File: src/rtl/lsu_pkg.sv
// Shared definitions for the load/store unit: funct3 encodings, FSM states
// and the funct3 legality check used when a request is accepted.
package lsu_pkg;

  localparam logic [2:0] F3_B  = 3'b000;
  localparam logic [2:0] F3_H  = 3'b001;
  localparam logic [2:0] F3_W  = 3'b010;
  localparam logic [2:0] F3_BU = 3'b100;
  localparam logic [2:0] F3_HU = 3'b101;

  typedef enum logic [1:0] {IDLE, RD, WR, RESP} lsu_state_t;

  // Stores only have signed-size encodings; loads also allow the unsigned ones.
  function automatic logic funct3_legal(input logic we, input logic [2:0] f3);
    logic ok;
    ok = 1'b0;
    case (f3)
      F3_B, F3_H, F3_W: ok = 1'b1;
      F3_BU, F3_HU:     ok = !we;
      default:          ok = 1'b0;
    endcase
    return ok;
  endfunction

endpackage

File: src/rtl/lsu_if.sv
// Request/response handshake and data-memory bus of the load/store unit.
// master: the requester/memory environment; slave: the load/store unit.
interface lsu_if #(
  parameter int WIDTH = 32
);

  logic             req_valid;
  logic             req_ready;
  logic             req_we;
  logic [2:0]       req_funct3;
  logic [WIDTH-1:0] req_addr;
  logic [WIDTH-1:0] req_wdata;

  logic             resp_valid;
  logic [WIDTH-1:0] resp_rdata;
  logic             resp_err;

  logic [WIDTH-1:0] mem_addr;
  logic             mem_write_en;
  logic [WIDTH-1:0] mem_write_data;
  logic [WIDTH-1:0] mem_rdata;

  modport master (
    output req_valid, req_we, req_funct3, req_addr, req_wdata, mem_rdata,
    input  req_ready, resp_valid, resp_rdata, resp_err,
           mem_addr, mem_write_en, mem_write_data
  );

  modport slave (
    input  req_valid, req_we, req_funct3, req_addr, req_wdata, mem_rdata,
    output req_ready, resp_valid, resp_rdata, resp_err,
           mem_addr, mem_write_en, mem_write_data
  );

endinterface

File: src/rtl/lsu_align.sv
// Combinational data path of the load/store unit: extracts and extends load
// results from the word read at the access address, and merges SB/SH store
// data into that word so the memory can always be written four bytes at once.
module lsu_align
  import lsu_pkg::*;
#(
  parameter int WIDTH = 32
) (
  input  logic [2:0]       funct3,
  input  logic [WIDTH-1:0] word,
  input  logic [WIDTH-1:0] wdata,
  output logic [WIDTH-1:0] load_data,
  output logic [WIDTH-1:0] store_word
);

  // Load extract: byte/half from the low end of the word, sign or zero extended.
  always_comb begin
    load_data = '0;
    case (funct3)
      F3_B:    load_data = {{(WIDTH-8){word[7]}}, word[7:0]};
      F3_H:    load_data = {{(WIDTH-16){word[15]}}, word[15:0]};
      F3_W:    load_data = word;
      F3_BU:   load_data = {{(WIDTH-8){1'b0}}, word[7:0]};
      F3_HU:   load_data = {{(WIDTH-16){1'b0}}, word[15:0]};
      default: load_data = '0;
    endcase
  end

  // Store merge: only the low byte/half is replaced, upper bytes written back.
  always_comb begin
    store_word = word;
    case (funct3)
      F3_B:    store_word = {word[WIDTH-1:8], wdata[7:0]};
      F3_H:    store_word = {word[WIDTH-1:16], wdata[15:0]};
      F3_W:    store_word = wdata;
      default: store_word = word;
    endcase
  end

endmodule

File: src/rtl/load_store_unit.sv
// RV32I load/store unit between execute stage and byte-addressable memory.
// One request at a time: IDLE -> (RD) -> (WR) -> RESP -> IDLE.
// Define LSU_MISALIGN_TRAP_EN to report misaligned LH/LHU/SH/LW/SW as errors;
// otherwise misaligned accesses are carried out on the byte-addressed memory.
module load_store_unit
  import lsu_pkg::*;
#(
  parameter int WIDTH = 32,
  parameter int DEPTH = 256
) (
  input  logic clk,
  input  logic rst_n,
  lsu_if.slave bus
);

  // Highest start address whose four bytes still fit in the memory.
  localparam logic [WIDTH-1:0] LAST_ADDR = WIDTH'(DEPTH - 4);

  lsu_state_t       state_q, state_d;
  logic             we_q, we_d;
  logic [2:0]       funct3_q, funct3_d;
  logic [WIDTH-1:0] wdata_q, wdata_d;
  logic [WIDTH-1:0] addr_q, addr_d;
  logic             req_ready_q, req_ready_d;
  logic             resp_valid_q, resp_valid_d;
  logic             resp_err_q, resp_err_d;
  logic [WIDTH-1:0] resp_rdata_q, resp_rdata_d;
  logic             mem_write_en_q, mem_write_en_d;
  logic [WIDTH-1:0] mem_write_data_q, mem_write_data_d;

  logic [WIDTH-1:0] load_data;
  logic [WIDTH-1:0] store_word;
  logic             req_oob;
  logic             req_bad_f3;
  logic             req_misalign;
  logic             req_err;

  lsu_align #(.WIDTH(WIDTH)) u_align (
    .funct3     (funct3_q),
    .word       (bus.mem_rdata),
    .wdata      (wdata_q),
    .load_data  (load_data),
    .store_word (store_word)
  );

  // Request errors are decided up front so a bad request never touches memory.
  assign req_oob    = bus.req_addr > LAST_ADDR;
  assign req_bad_f3 = !funct3_legal(bus.req_we, bus.req_funct3);
`ifdef LSU_MISALIGN_TRAP_EN
  assign req_misalign =
      (((bus.req_funct3 == F3_H) || (bus.req_funct3 == F3_HU)) && bus.req_addr[0]) ||
      ((bus.req_funct3 == F3_W) && (bus.req_addr[1:0] != 2'b00));
`else
  assign req_misalign = 1'b0;
`endif
  assign req_err = req_oob || req_bad_f3 || req_misalign;

  // Next state and next registered outputs; outputs are pulses by default.
  always_comb begin
    state_d          = state_q;
    we_d             = we_q;
    funct3_d         = funct3_q;
    wdata_d          = wdata_q;
    addr_d           = addr_q;
    resp_valid_d     = 1'b0;
    resp_err_d       = 1'b0;
    resp_rdata_d     = '0;
    mem_write_en_d   = 1'b0;
    mem_write_data_d = '0;
    case (state_q)
      IDLE: begin
        if (bus.req_valid) begin
          we_d     = bus.req_we;
          funct3_d = bus.req_funct3;
          wdata_d  = bus.req_wdata;
          addr_d   = bus.req_addr;
          if (req_err) begin
            state_d      = RESP;
            resp_valid_d = 1'b1;
            resp_err_d   = 1'b1;
          end else if (bus.req_we && (bus.req_funct3 == F3_W)) begin
            // Full-word store needs no read of the old contents.
            state_d          = WR;
            mem_write_en_d   = 1'b1;
            mem_write_data_d = bus.req_wdata;
          end else begin
            state_d = RD;
          end
        end
      end
      RD: begin
        if (we_q) begin
          // SB/SH: write back the captured word with the low bytes replaced.
          state_d          = WR;
          mem_write_en_d   = 1'b1;
          mem_write_data_d = store_word;
        end else begin
          state_d      = RESP;
          resp_valid_d = 1'b1;
          resp_rdata_d = load_data;
        end
      end
      WR: begin
        state_d      = RESP;
        resp_valid_d = 1'b1;
      end
      RESP: begin
        state_d = IDLE;
      end
      default: begin
        state_d = IDLE;
      end
    endcase
    req_ready_d = (state_d == IDLE);
  end

  // State, latched request and registered outputs; reset aborts any request.
  always_ff @(posedge clk or negedge rst_n) begin
    if (!rst_n) begin
      state_q          <= IDLE;
      we_q             <= 1'b0;
      funct3_q         <= 3'b000;
      wdata_q          <= '0;
      addr_q           <= '0;
      req_ready_q      <= 1'b1;
      resp_valid_q     <= 1'b0;
      resp_err_q       <= 1'b0;
      resp_rdata_q     <= '0;
      mem_write_en_q   <= 1'b0;
      mem_write_data_q <= '0;
    end else begin
      state_q          <= state_d;
      we_q             <= we_d;
      funct3_q         <= funct3_d;
      wdata_q          <= wdata_d;
      addr_q           <= addr_d;
      req_ready_q      <= req_ready_d;
      resp_valid_q     <= resp_valid_d;
      resp_err_q       <= resp_err_d;
      resp_rdata_q     <= resp_rdata_d;
      mem_write_en_q   <= mem_write_en_d;
      mem_write_data_q <= mem_write_data_d;
    end
  end

  assign bus.req_ready      = req_ready_q;
  assign bus.resp_valid     = resp_valid_q;
  assign bus.resp_err       = resp_err_q;
  assign bus.resp_rdata     = resp_rdata_q;
  assign bus.mem_addr       = addr_q;
  assign bus.mem_write_en   = mem_write_en_q;
  assign bus.mem_write_data = mem_write_data_q;

endmodule

File: src/flat_wrapper.sv
// flat-port wrapper written by rule: the top's interface ports become plain ports
module load_store_unit_flat import lsu_pkg::*;
#(
  parameter int WIDTH = 32,
  parameter int DEPTH = 256
)
  (clk, rst_n, bus_req_valid, bus_req_we, bus_req_funct3, bus_req_addr, bus_req_wdata, bus_mem_rdata, bus_req_ready, bus_resp_valid, bus_resp_rdata, bus_resp_err, bus_mem_addr, bus_mem_write_en, bus_mem_write_data);
  lsu_if #(.WIDTH(WIDTH)) bus_i ();
  input  logic clk;
  input  logic rst_n;
  input wire logic [$bits(bus_i.req_valid)-1:0] bus_req_valid;
  input wire logic [$bits(bus_i.req_we)-1:0] bus_req_we;
  input wire logic [$bits(bus_i.req_funct3)-1:0] bus_req_funct3;
  input wire logic [$bits(bus_i.req_addr)-1:0] bus_req_addr;
  input wire logic [$bits(bus_i.req_wdata)-1:0] bus_req_wdata;
  input wire logic [$bits(bus_i.mem_rdata)-1:0] bus_mem_rdata;
  output wire logic [$bits(bus_i.req_ready)-1:0] bus_req_ready;
  output wire logic [$bits(bus_i.resp_valid)-1:0] bus_resp_valid;
  output wire logic [$bits(bus_i.resp_rdata)-1:0] bus_resp_rdata;
  output wire logic [$bits(bus_i.resp_err)-1:0] bus_resp_err;
  output wire logic [$bits(bus_i.mem_addr)-1:0] bus_mem_addr;
  output wire logic [$bits(bus_i.mem_write_en)-1:0] bus_mem_write_en;
  output wire logic [$bits(bus_i.mem_write_data)-1:0] bus_mem_write_data;
  assign bus_i.req_valid = bus_req_valid;
  assign bus_i.req_we = bus_req_we;
  assign bus_i.req_funct3 = bus_req_funct3;
  assign bus_i.req_addr = bus_req_addr;
  assign bus_i.req_wdata = bus_req_wdata;
  assign bus_i.mem_rdata = bus_mem_rdata;
  assign bus_req_ready = bus_i.req_ready;
  assign bus_resp_valid = bus_i.resp_valid;
  assign bus_resp_rdata = bus_i.resp_rdata;
  assign bus_resp_err = bus_i.resp_err;
  assign bus_mem_addr = bus_i.mem_addr;
  assign bus_mem_write_en = bus_i.mem_write_en;
  assign bus_mem_write_data = bus_i.mem_write_data;
  load_store_unit #(.WIDTH(WIDTH), .DEPTH(DEPTH)) u_core (.clk(clk), .rst_n(rst_n), .bus(bus_i));
endmodule
File: config.mk
export PLATFORM = sky130hd
export DESIGN_NAME = load_store_unit_flat
export DESIGN_NICKNAME = d
export VERILOG_FILES = /design/src/rtl/lsu_pkg.sv /design/src/rtl/lsu_if.sv /design/src/rtl/lsu_align.sv /design/src/rtl/load_store_unit.sv /design/src/flat_wrapper.sv
export SDC_FILE = /design/constraint.sdc
export NUM_CORES = 1
export LEC_CHECK = 0
export ABC_AREA = 1
export BUFFER_PORTS_ARGS = -buffer_cell sky130_fd_sc_hd__buf_2
export CORE_MARGIN = 2
export CORE_UTILIZATION = 35
export CTS_CLUSTER_DIAMETER = 80
export CTS_CLUSTER_SIZE = 24
export DETAILED_ROUTE_END_ITERATION = 10
export MAX_ROUTING_LAYER = met4
export PLACE_DENSITY = 0.67
export SYNTH_ARGS = -nofsm -noshare
export SYNTH_HDL_FRONTEND = slang
export SYNTH_HIERARCHICAL = 1
export SYNTH_SLANG_ARGS = --single-unit
File: constraint.sdc
create_clock -name clk -period 3.6 [get_ports clk]
set_input_delay 1.08 -clock clk [delete_from_list [all_inputs] [get_ports clk]]
set_output_delay 1.08 -clock clk [all_outputs]
set_load 0.05 [all_outputs]
; ---- Word level (Yosys, flattened, before mapping)
; Index checks and enable logic that the tools add are counted.
; Widths: inputs -> output; s select.
[classes]
n_reduce_logical = 11
n_eq_ne = 11
n_mux = 25
magnitude_cmp = 1
[op_table]
columns = operator, count
row1 = $mux 32, 6
row2 = $pmux 32 s5, 1
row3 = $pmux 32 s3, 1
row4 = $pmux 32 s2, 1
row5 = $gt 32x8->1 const B, 1
row6 = $eq 3x3->1 const B, 4
row7 = $mux 1, 9
row8 = $pmux 2 s4, 1
row9 = $eq 3x1->1 const B, 2
row10 = $eq 3x2->1 const B, 2
row11 = $logic_not 3->1, 2
row12 = $mux 2, 3
row13 = $eq 2x2->1 const B, 2
row14 = $logic_not 2->1, 2
row15 = $pmux 1 s2, 2
row16 = $pmux 1 s3, 1
row17 = $reduce_or 3->1, 1
row18 = $eq 2x1->1 const B, 1
row19 = $logic_not 1->1, 2
row20 = $reduce_and 2->1, 1
row21 = $reduce_or 2->1, 1
row22 = $logic_and 1x1->1, 1
row23 = $logic_or 1x1->1, 1
[word_totals]
in_bits = 103
regBits = 138
wordCells = 59
output_inout_bits = 100

; ---- Logic depth before layout (Yosys ltp)
; Gate-level depths: netlist of run 1.
[depth]
depth_word = 9
depth_mapped = 9
mapped_depth_nobuf = 9

; ---- Modules after synthesis
; Netlist of run 1, hierarchy kept.
[by_module_without_submodules]
columns = mod, cells_each, seq_area_each_um2, n_inst, area_each_um2
row1 = load_store_unit, 565, 3454.6, 1, 5365.1
row2 = lsu_align, 177, 0.0, 1, 788.3

; ---- Least setup slack after synthesis of run 1
; Ideal clock, no wire load.
[synth_path]
kind = input -> register
start = input port bus_req_addr[28]
end = register u_core.mem_write_data_q[0] (netlist: u_core/bus.mem_write_data[0])
setup_ns = 0.074
path_buffers = 1
path_slack_ns = 1.647
t_arrival_ns = 1.879
required_time_ns = 3.526
path_stages = 8
path_cell_list = nor2_1 > nand2_1 > nor2_2 > nand3_2 > nor2_2 > nand2_2 > buf_6 > o21ai_2
[synth_between]
elab_chain_len = 5
[synth_rtl]
columns = element, line_no
row1 = start: declaration, flat_wrapper.sv:14  ; input wire logic [$bits(bus_i.req_addr)-1:0] bus_req_addr;
row2 = $gt 32x8->1, load_store_unit.sv:47  ; assign req_oob = bus.req_addr > LAST_ADDR;
row3 = $logic_or 1x1->1, load_store_unit.sv:56  ; assign req_err = req_oob || req_bad_f3 || req_misalign;
row4 = $mux 32, load_store_unit.sv:77  ; if (req_err) begin
row5 = $mux 32, load_store_unit.sv:72  ; if (bus.req_valid) begin
row6 = $pmux 32 s2, load_store_unit.sv:70  ; case (state_q)
row7 = net u_core.mem_write_data_d[0], load_store_unit.sv:29  ; logic [WIDTH-1:0] mem_write_data_q, mem_write_data_d;
row8 = end signal: assignment, load_store_unit.sv:142  ; mem_write_data_q <= mem_write_data_d;
row9 = end: declaration, load_store_unit.sv:29
; The timed path passes the listed nets, and every way through them passes these cells.
; A chain may end at the register's enable or synchronous reset.

; ---- Worst setup path in the final report of run 1
[layout_path]
start = register u_core.funct3_q[0]
end = register u_core.resp_rdata_q[12] (netlist: u_core/bus.resp_rdata[12])
[layout_between]
elab_chain_len = 4
elab_cells_between_ends = 8
classes_between = eq/ne (4) / mux (3) / reduce/logical (1)
[layout_rtl]
columns = element, line_no
row1 = start: declaration, load_store_unit.sv:21  ; logic [2:0] funct3_q, funct3_d;
row2 = start signal: assignment, load_store_unit.sv:134  ; funct3_q <= funct3_d;
row3 = $eq 3x3->1 (tied with other cells), lsu_align.sv:19  ; case (funct3)
row4 = $pmux 32 s5 *, lsu_align.sv:19
row5 = net u_core.load_data[12], load_store_unit.sv:31  ; logic [WIDTH-1:0] load_data;
row6 = $mux 32 *, load_store_unit.sv:92  ; if (we_q) begin
row7 = $mux 32 *, load_store_unit.sv:70
row8 = net u_core.resp_rdata_d[12], load_store_unit.sv:27  ; logic [WIDTH-1:0] resp_rdata_q, resp_rdata_d;
row9 = end signal: assignment, load_store_unit.sv:140  ; resp_rdata_q <= resp_rdata_d;
row10 = end: declaration, load_store_unit.sv:27
; Mark *: on every way through the listed nets, which the timed path passes. The rest lies on a longest branch.

==> results of run 1 <==
stage by stage:
| stage | utilization [%] | instance area (um^2) | hold slack [ns] |
|---|---|---|---|
| after floorplan | - | 6153 | 0.4478 |
| after global placement | 42.60 | 7343 | 0.4579 |
| after detailed placement | 42.60 | 7343 | 0.4605 |
| after CTS | 46.42 | 8001 | 0.4768 |
| after global routing | 46.44 | 8004 | 0.4958 |
| final | 46.45 | 8006 | 0.4763 |
power breakdown:
group | leakage (nW) | switching [mW] | internal [mW]
combinational | 2.46 | 2.46 | 0.767
clock | 0.317 | 0.692 | 1.25
sequential | 1.81 | 0.283 | 2.06
cell usage in the layout, fill, tap and decap left out, types with 3 or more instances in the layout:
cell type	synthesis	final
dfrtp_1	137	137
nand2_1	282	281
o21ai_2	30	30
o21ai_0	21	21
buf_2	18	201
clkinv_4	0	3
bufinv_16	0	5
clkbuf_16	0	17
ha_1	5	5
nand2_2	3	4
nand3_1	93	93
inv_1	57	57
buf_4	0	9
a21oi_1	3	3
nor2_1	61	61
final cells by class:
| type | count | area [um^2] | area share, % |
|---|---|---|---|
| flip-flops and latches | 138 | 3455 | 43.15 |
| multi-input cells | 505 | 2285 | 28.54 |
| repair buffers | 212 | 1105 | 13.80 |
| clock buffers | 18 | 439.2 | 5.485 |
| well taps | 225 | 281.5 | 3.516 |
| clock inverters | 14 | 219.0 | 2.735 |
| inverters | 58 | 217.7 | 2.719 |
| diodes | 2 | 5.005 | 0.06251 |
state kept, by name, indices dropped and copies added (netlist names):
name                       cells
u_core/bus.mem_addr           32
u_core/bus.mem_write_data     32
u_core/bus.mem_write_en        1
u_core/bus.req_ready           1
u_core/bus.resp_err            1
u_core/bus.resp_rdata         32
u_core/bus.resp_valid          1
u_core/funct3_q                3
u_core/state_q                 2
u_core/wdata_q                32
u_core/we_q                    1
metal layers:
| layer | vias to the layer above | routed length (um) |
|---|---|---|
| met5 | - | 0 |
| met4 | 0 | 240 |
| met3 | 21 | 1148 |
| met2 | 187 | 7957 |
| met1 | 2515 | 7363 |
| li1 | 2690 | - |
logic make-up (layout without fill, tap and decap cells):
family / count (synthesis) / after routing
simple gates: 445 / 445
flops: 138 / 138
buf+inv: 99 / 302
compound gates: 55 / 55
fa+ha+maj: 5 / 5
other cells: 0 / 2
cell usage after synthesis, types with 2 or more instances:
cell	n
a21oi_1	3
buf_2	18
buf_6	3
clkbuf_1	19
dfrtp_1	137
ha_1	5
inv_1	57
nand2_1	282
nand2_2	3
nand3_1	93
nand3_2	2
nor2_1	61
nor2_2	2
o21ai_0	21
o21ai_2	30
critical path: stages, from the launching register on:
cell,delay (ns)
dfrtp_1,0.50
nor2_4,0.37
buf_4,0.32
nand2_2,0.35
nand2_1,0.40
nand2_1,0.09
nand2_1,0.07
inv_1,0.06
nor2_1,0.10
worst min-delay path by stage:
stage                             from                       to  cells after the start
2_1_floorplan       u_core/funct3_q[1]       u_core/funct3_q[1]                      2
3_3_place_gp   u_core/bus.mem_addr[28]  u_core/bus.mem_addr[28]                      2
3_5_place_dp    u_core/bus.mem_addr[1]   u_core/bus.mem_addr[1]                      2
4_1_cts         u_core/bus.mem_addr[1]   u_core/bus.mem_addr[1]                      2
5_1_grt             u_core/wdata_q[25]       u_core/wdata_q[25]                      2
6_report        u_core/bus.mem_addr[5]   u_core/bus.mem_addr[5]                      2
==> reports/metrics.cfg, run 1 <==
[route]
routedWlPerCell_um=14.26
routed_wl_mm=16.71
drcViolationCount=0
dr.pass1.iters=5
viasPerCell=4.619
vias=5413
final_antenna_net_count=0
drt_iter0_drc=371

[power_and_ir_drop]
max-vdd-ir-drop_mv=0.4635
p_leak_nw=4.588
finalPower_mw=7.514
p_per_area_nw_per_um2=938.5

[global_route]
use_met2_pct=29.67
grt_pass1_vias=5200
grt_start_max_net_pins=78
grt_antenna_before_repair=1
grtUsageMet3_pct=4.593
track_usage_pct=19.26
top_usage_layer=met2
grt_pass1_wl_mm=26.65
overflow=0
grt_util_met1_pct=24.84

[cts]
cts_resized=0
cts_root_buf=clkbuf_16
cts_buffer_depth=2
htreeDepth=4
cts_made_buffers=17
post_cts_buffers=0
cts.clk_slew.worst_paths_ns=0.06
insertion_delay_ns=0.42
cts_tree=built
cts_hold_buf=0
clkSinkCount=138

[logic_synthesis]
netlist_area_um2=6153
muxShareOfSynthArea_pct=0
synth_compound_area_share_pct=6.364
avgSynthCellArea_um2=8.293
synth_top_flop_cell=dfrtp_1
yosys.area_share.simple_pct=29.71
yosysSeqAreaShare_pct=56.14
synthAdderAreaFrac_pct=1.017
synth_edf_count=0
synthTopCellsByArea=dfrtp_1 (56%), nand2_1 (17%), nand3_1 (7.6%)
yosysWarnings=6
syn_inst=742
ys_ff_latch=138
synth_fp_nets=850
synth_cell_types=21
async_flop_share_pct=100.0
synth_top_family_by_area=simple AND/OR/NAND/NOR gates
yosysTopAreaCell=dfrtp_1
synth_top_cell_area_share_pct=55.71
synth_xor_area_share_pct=0

[timing]
fmax_ghz=0.4245
relSlewSlack_pct=26.73
fin_setup_tns_ns=0
final-setup-viol-count=0
period_share_pct=65.44
hold_viol_final=0
drv_slew=0
tightest_slew_ns=1.098
fin_skew_ns=0.007323
setup_slack_ns=1.244
min_period_ns=2.356
rsz0062_at_grt=false

[worst_setup_path]
crit_fanout=26
path_class=register to register
cp-startpoint=u_core/funct3_q[0]
ff2ff_setup_slack_ns=1.24
reg2reg_depth=8
worstPathRequired_ns=3.93
cp-start-kind=register
worstReg2RegStart=u_core/funct3_q[0]
crit_path_end_kind=register
endpoint=u_core/bus.resp_rdata[12]
worst_r2r_endpoint=u_core/bus.resp_rdata[12]
arrival_ns=2.69

[layout]
nNetsFinal=1040
finalNonFillerCells=1172
area_growth_pct=30.11
drive_gt1_share_pct=30.37
nFillCells=1690

[placement]
placed_cells=1138
portBuffers=202
dp_hpwl_mm=11.44
place.gp.congestion=0.8084
dp_slack_ns=1.058

[run_status]
status=finished, final reports clean

[die]
start_util_pct=35.70
die_area_um2=18660
io_pins=203
die_y_um=136.6
core_region_area_um2=17240
placementRows=48
dieWidth_um=136.6

[job]
drv_cap=0

[hold_path]
hold_class=register to register

No activity file was read; power rests on OpenSTA's default activity.
==> run 2: changes to the inputs <==
Clock period 3.6 ns to 2.2 ns, I/O delays scaled along.
==> reports/metrics.cfg, run 2 (synthesis results as in run 1) <==
[cts]
cts_hold_buf=0
post_cts_buffers=0
cts_made_buffers=17
cts_resized=0
cts_tree=built
cts_root_buf=clkbuf_16
cts_buffer_depth=2
cts.clk_slew.worst_paths_ns=0.05
clkSinkCount=138
htreeDepth=4
insertion_delay_ns=0.41

[timing]
fin_setup_tns_ns=0
rsz0062_at_grt=false
min_period_ns=1.881
fmax_ghz=0.5317
tightest_slew_ns=1.126
relSlewSlack_pct=24.82
hold_viol_final=0
final-setup-viol-count=0
fin_skew_ns=0.005998
period_share_pct=85.50
drv_slew=0

[worst_setup_path]
cp-start-kind=register
worst_r2r_endpoint=u_core/bus.resp_rdata[27]
cp-startpoint=u_core/state_q[1]
ff2ff_setup_slack_ns=0.32
arrival_ns=2.12
crit_path_end_kind=register
worstReg2RegStart=u_core/state_q[1]
endpoint=u_core/bus.resp_rdata[27]
worstPathRequired_ns=2.44
path_class=register to register
crit_fanout=32
reg2reg_depth=6

[layout]
layout_commonest_cell=nand2_1
final_cell_mix=nand2_1 (281), buf_2 (201), dfrtp_1 (137), nand3_1 (93), nor2_1 (61)
nNetsFinal=1045
area_growth_pct=29.99
nFillCells=1711
finalNonFillerCells=1177
drive_gt1_share_pct=30.21

[global_route]
grt_antenna_before_repair=2
grt_pass1_vias=5343
overflow=0
grt_pass1_wl_mm=26.65
grt_start_max_net_pins=78
track_usage_pct=19.11

[die]
core_region_area_um2=17240
die_y_um=136.6
placementRows=48
start_util_pct=35.70
dieWidth_um=136.6
die_area_um2=18660
io_pins=203

[route]
routedWlPerCell_um=14.17
vias=5533
drcViolationCount=0
final_antenna_net_count=0
routed_wl_mm=16.68
dr.pass1.iters=4
drt_iter0_drc=298
viasPerCell=4.701

[power_and_ir_drop]
p_per_area_nw_per_um2=1496
p_leak_nw=4.586
max-vdd-ir-drop_mv=0.7959

[run_status]
status=finished, final reports clean

[job]
drv_cap=0

[placement]
place.gp.congestion=0.8025
placed_cells=1143
portBuffers=202
dp_hpwl_mm=11.63

[hold_path]
hold_class=primary input to asynchronous set/reset pin

[run 2: cell types whose count changed in the layout (fill, tap and decap cells not counted)]
| cell | change |
|---|---|
| clkbuf_1 | +5 |
| buf_12 | +3 |
| bufinv_16 | -3 |
| clkinv_4 | -3 |
| buf_4 | +2 |
| clkbuf_8 | +2 |
| inv_6 | -2 |
| clkinv_2 | +1 |
[run 2: through the flow]
| stage | worst slack (ns) | util, % | hold slack [ns] | cell area [um^2] | power (mW) |
|---|---|---|---|---|---|
| 6_report | 0.3191 | 46.41 | 0.1406 | 7999 | 11.97 |
| 5_1_grt | 0.1661 | 46.41 | 0.1565 | 7999 | 12.75 |
| 4_1_cts | 0.2627 | 46.38 | 0.1357 | 7994 | 12.08 |
| 3_5_place_dp | 0.2649 | 43.04 | 0.4599 | 7418 | 9.232 |
| 3_3_place_gp | 0.3193 | 43.04 | 0.4596 | 7418 | 9.161 |
| 2_1_floorplan | 0.6668 | - | 0.3644 | 6153 | 7.813 |
[run 2: layout make-up]
type	count	area [um^2]	share of cell area (%)
repair buffers	217	1180	14.75
clock buffers	25	485.5	6.069
clock inverters	7	90.09	1.126
multi-input cells	505	2285	28.56
well taps	225	281.5	3.519
inverters	58	217.7	2.722
diodes	2	5.005	0.06257
flip-flops and latches	138	3455	43.19
[run 2: per-layer routing]
metal  routed length [um]  vias up  global-route usage, %
li1                     -     2702                      -
met1                 7142     2593                  24.23
met2                 8142      224                  30.08
met3                 1243       14                  4.778
met4                  152        0                  6.076
met5                    0        -                      -
[run 2: worst max-delay path, stage by stage, from the launching register on]
cell and delay, ns:
dfrtp_1 0.38, inv_1 0.10, ha_1 0.20, inv_1 0.05, nor2_1 0.05, inv_1 0.81
nor2_1 0.10
[run 2: power by group]
part / switching [mW] / leakage [nW] / internal (mW) / total, mW
combinational: 4.06 / 2.50 / 1.30 / 5.37
clock: 1.04 / 0.277 / 1.75 / 2.79
sequential: 0.428 / 1.81 / 3.38 / 3.81
total: 5.53 / 4.59 / 6.44 / 12.0
[run 2: worst min path at each step]
stage	start	endpoint	slack [ns]	depth (start not counted)
after CTS	rst_n	u_core/bus.mem_addr[22]	0.14	1
after global placement	u_core/bus.mem_addr[3]	u_core/bus.mem_addr[3]	0.46	2
final	rst_n	u_core/bus.mem_addr[22]	0.14	1
after global routing	rst_n	u_core/bus.mem_addr[22]	0.16	1
after detailed placement	u_core/bus.mem_addr[5]	u_core/bus.mem_addr[5]	0.46	2
after floorplan	rst_n	u_core/bus.mem_addr[0]	0.36	0
==> run 3: changes to the inputs <==
Settings changed: ABC_AREA 1 to unset, CORE_MARGIN 2 to unset.
==> reports/metrics.cfg, run 3 <==
[layout]
nNetsFinal=961
layout_commonest_cell=nand2_1
drive_gt1_share_pct=38.22
area_growth_pct=32.07
final_cell_mix=nand2_1 (263), buf_2 (201), dfrtp_1 (137), and2_1 (41), o21ai_2 (29)

[cts]
cts_buffer_depth=2
cts.clk_slew.worst_paths_ns=0.06
cts_root_buf=clkbuf_16
cts_tree=built
insertion_delay_ns=0.42
htreeDepth=4
clkSinkCount=138
cts_made_buffers=17

[die]
die_y_um=135.3
start_util_pct=35.95
core_region_area_um2=17300
placementRows=48
dieWidth_um=135.3
die_area_um2=18300
io_pins=203

[logic_synthesis]
synth_top_flop_cell=dfrtp_1
synth_cell_types=40
synth_edf_count=0
synthTopCellsByArea=dfrtp_1 (55%), nand2_1 (16%), and2_1 (4.2%)
synth_top_family_by_area=simple AND/OR/NAND/NOR gates
yosysWarnings=6
synth_compound_area_share_pct=10.26
async_flop_share_pct=100.0
netlist_area_um2=6218
avgSynthCellArea_um2=9.641
yosysTopAreaCell=dfrtp_1
synth_top_cell_area_share_pct=55.13
synth_xor_area_share_pct=0.1408
synthTopCellsByCount=nand2_1 (264), dfrtp_1 (137), and2_1 (42)
synthAdderAreaFrac_pct=1.006
synth_most_common_cell=nand2_1
muxShareOfSynthArea_pct=6.398
yosysSeqAreaShare_pct=55.55
yosys.area_share.simple_pct=22.94
syn_inst=645
ys_ff_latch=138
synth_fp_nets=753

[worst_setup_path]
crit_fanout=22
cp-start-kind=primary input
arrival_ns=2.40
worst_r2r_endpoint=u_core/bus.resp_rdata[15]
worstPathRequired_ns=2.54
worstReg2RegStart=u_core/funct3_q[0]
reg2reg_depth=6
crit_path_end_kind=register
ff2ff_setup_slack_ns=0.35
path_class=primary input to register

[timing]
min_period_ns=2.056
fmax_ghz=0.4864
drv_slew=0
final-setup-viol-count=0
hold_viol_final=0
tightest_slew_ns=0.6172
rsz0062_at_grt=false
fin_setup_tns_ns=0
fin_skew_ns=0.01094
relSlewSlack_pct=58.85
period_share_pct=93.46

[power_and_ir_drop]
p_leak_nw=4.463
p_int_mw=6.712
p_per_area_nw_per_um2=1429
max-vdd-ir-drop_mv=0.8767
clock_power_share_pct=24.7
seqPwrFrac_pct=31.7
combPwrFrac_pct=43.6
switching_share_pct=42.82
finalPower_mw=11.74
p_sw_mw=5.027

[route]
drt_iter0_drc=215
routedWlPerCell_um=15.04
vias=5088
drcViolationCount=0
final_antenna_net_count=0
viasPerCell=4.659
dr.pass1.iters=4
routed_wl_mm=16.43

[placement]
portBuffers=202
dp_hpwl_mm=11.35
place.gp.congestion=0.8361

[hold_path]
hold_class=primary input to asynchronous set/reset pin

[global_route]
grt_pass1_vias=4969
overflow=0
grt_antenna_before_repair=1
grt_pass1_wl_mm=26.18
track_usage_pct=19.28
grt_start_max_net_pins=61

[run_status]
status=finished, final reports clean

[job]
drv_cap=0

## run 3: metal layers
layer  track usage (%)  wire, um
met5                 -         0
met3             4.676       844
met2             29.94      7794
met4             6.117       264
met1             24.75      7523
## run 3: logic make-up (layout without fill, tap and decap cells)
group / count (synthesis) / in the layout
AO/OA/AOI/OAI: 93 / 93
XOR/XNOR: 1 / 1
adder cells (fa/ha/maj): 5 / 5
buffers and inverters: 43 / 264
flip-flops: 138 / 138
multiplexers: 32 / 32
other: 0 / 1
AND/OR/NAND/NOR: 333 / 333
## run 3: worst max-delay path, stage by stage
cell and delay [ns]:
buf_2 0.11, nor4_1 0.35, buf_4 0.17, nand4_1 0.14, or4b_4 0.61, buf_12 0.21, o21ai_2 0.15
## run 3: stage by stage
step	worst slack, ns	cell area (um^2)	utilization [%]	hold slack, ns	instances
floorplan	0.1349	6218	-	0.3644	645
global placement	-0.4478	7607	43.98	0.4533	1059
detailed placement	-0.4558	7607	43.98	0.4568	1059
CTS	0.1702	8210	47.47	0.03701	1091
global route	0.04438	8213	47.48	0.04127	1092
finish	0.1440	8213	47.48	0.05269	1092
## run 3: worst max-delay path by stage
stage / start / end / slack [ns] / cells past startpoint
final: bus_req_addr[21] / u_core/bus.mem_write_data[17] / 0.14 / 7
after global routing: bus_req_addr[21] / u_core/bus.mem_write_data[12] / 0.04 / 7
after CTS: bus_req_addr[21] / u_core/bus.mem_write_data[25] / 0.17 / 7
after detailed placement: bus_req_addr[21] / u_core/bus.mem_write_data[25] / -0.46 / 7
after global placement: bus_req_addr[21] / u_core/bus.mem_write_data[17] / -0.45 / 7
after floorplan: bus_req_addr[30] / u_core/bus.mem_write_data[0] / 0.13 / 6
## run 3: what timing repair did
item	in CTS	in global routing
setup buffers	0	0
endpoints found under the setup margin	9	0
hold buffers	0	0
resized for setup	1	0
## run 3: power groups by stage
| stage | logic (mW) | clock network, mW | registers [mW] |
|---|---|---|---|
| 2_1_floorplan | 2.27 | 0 | 5.33 |
| 3_3_place_gp | 5.09 | 0 | 3.73 |
| 3_5_place_dp | 5.15 | 0 | 3.74 |
| 4_1_cts | 5.16 | 2.98 | 3.72 |
| 5_1_grt | 5.53 | 3.09 | 3.82 |
| 6_report | 5.12 | 2.90 | 3.72 |
## run 3: final cells by class
class                   instances  area [um^2]
multi-input cells             464         2544
fillers                      1652         9084
flip-flops and latches        138         3455
clock inverters                15        173.9
repair buffers                229         1320
inverters                       3        11.26
diodes                          1        2.502
well taps                     225        281.5
clock buffers                  17        425.4
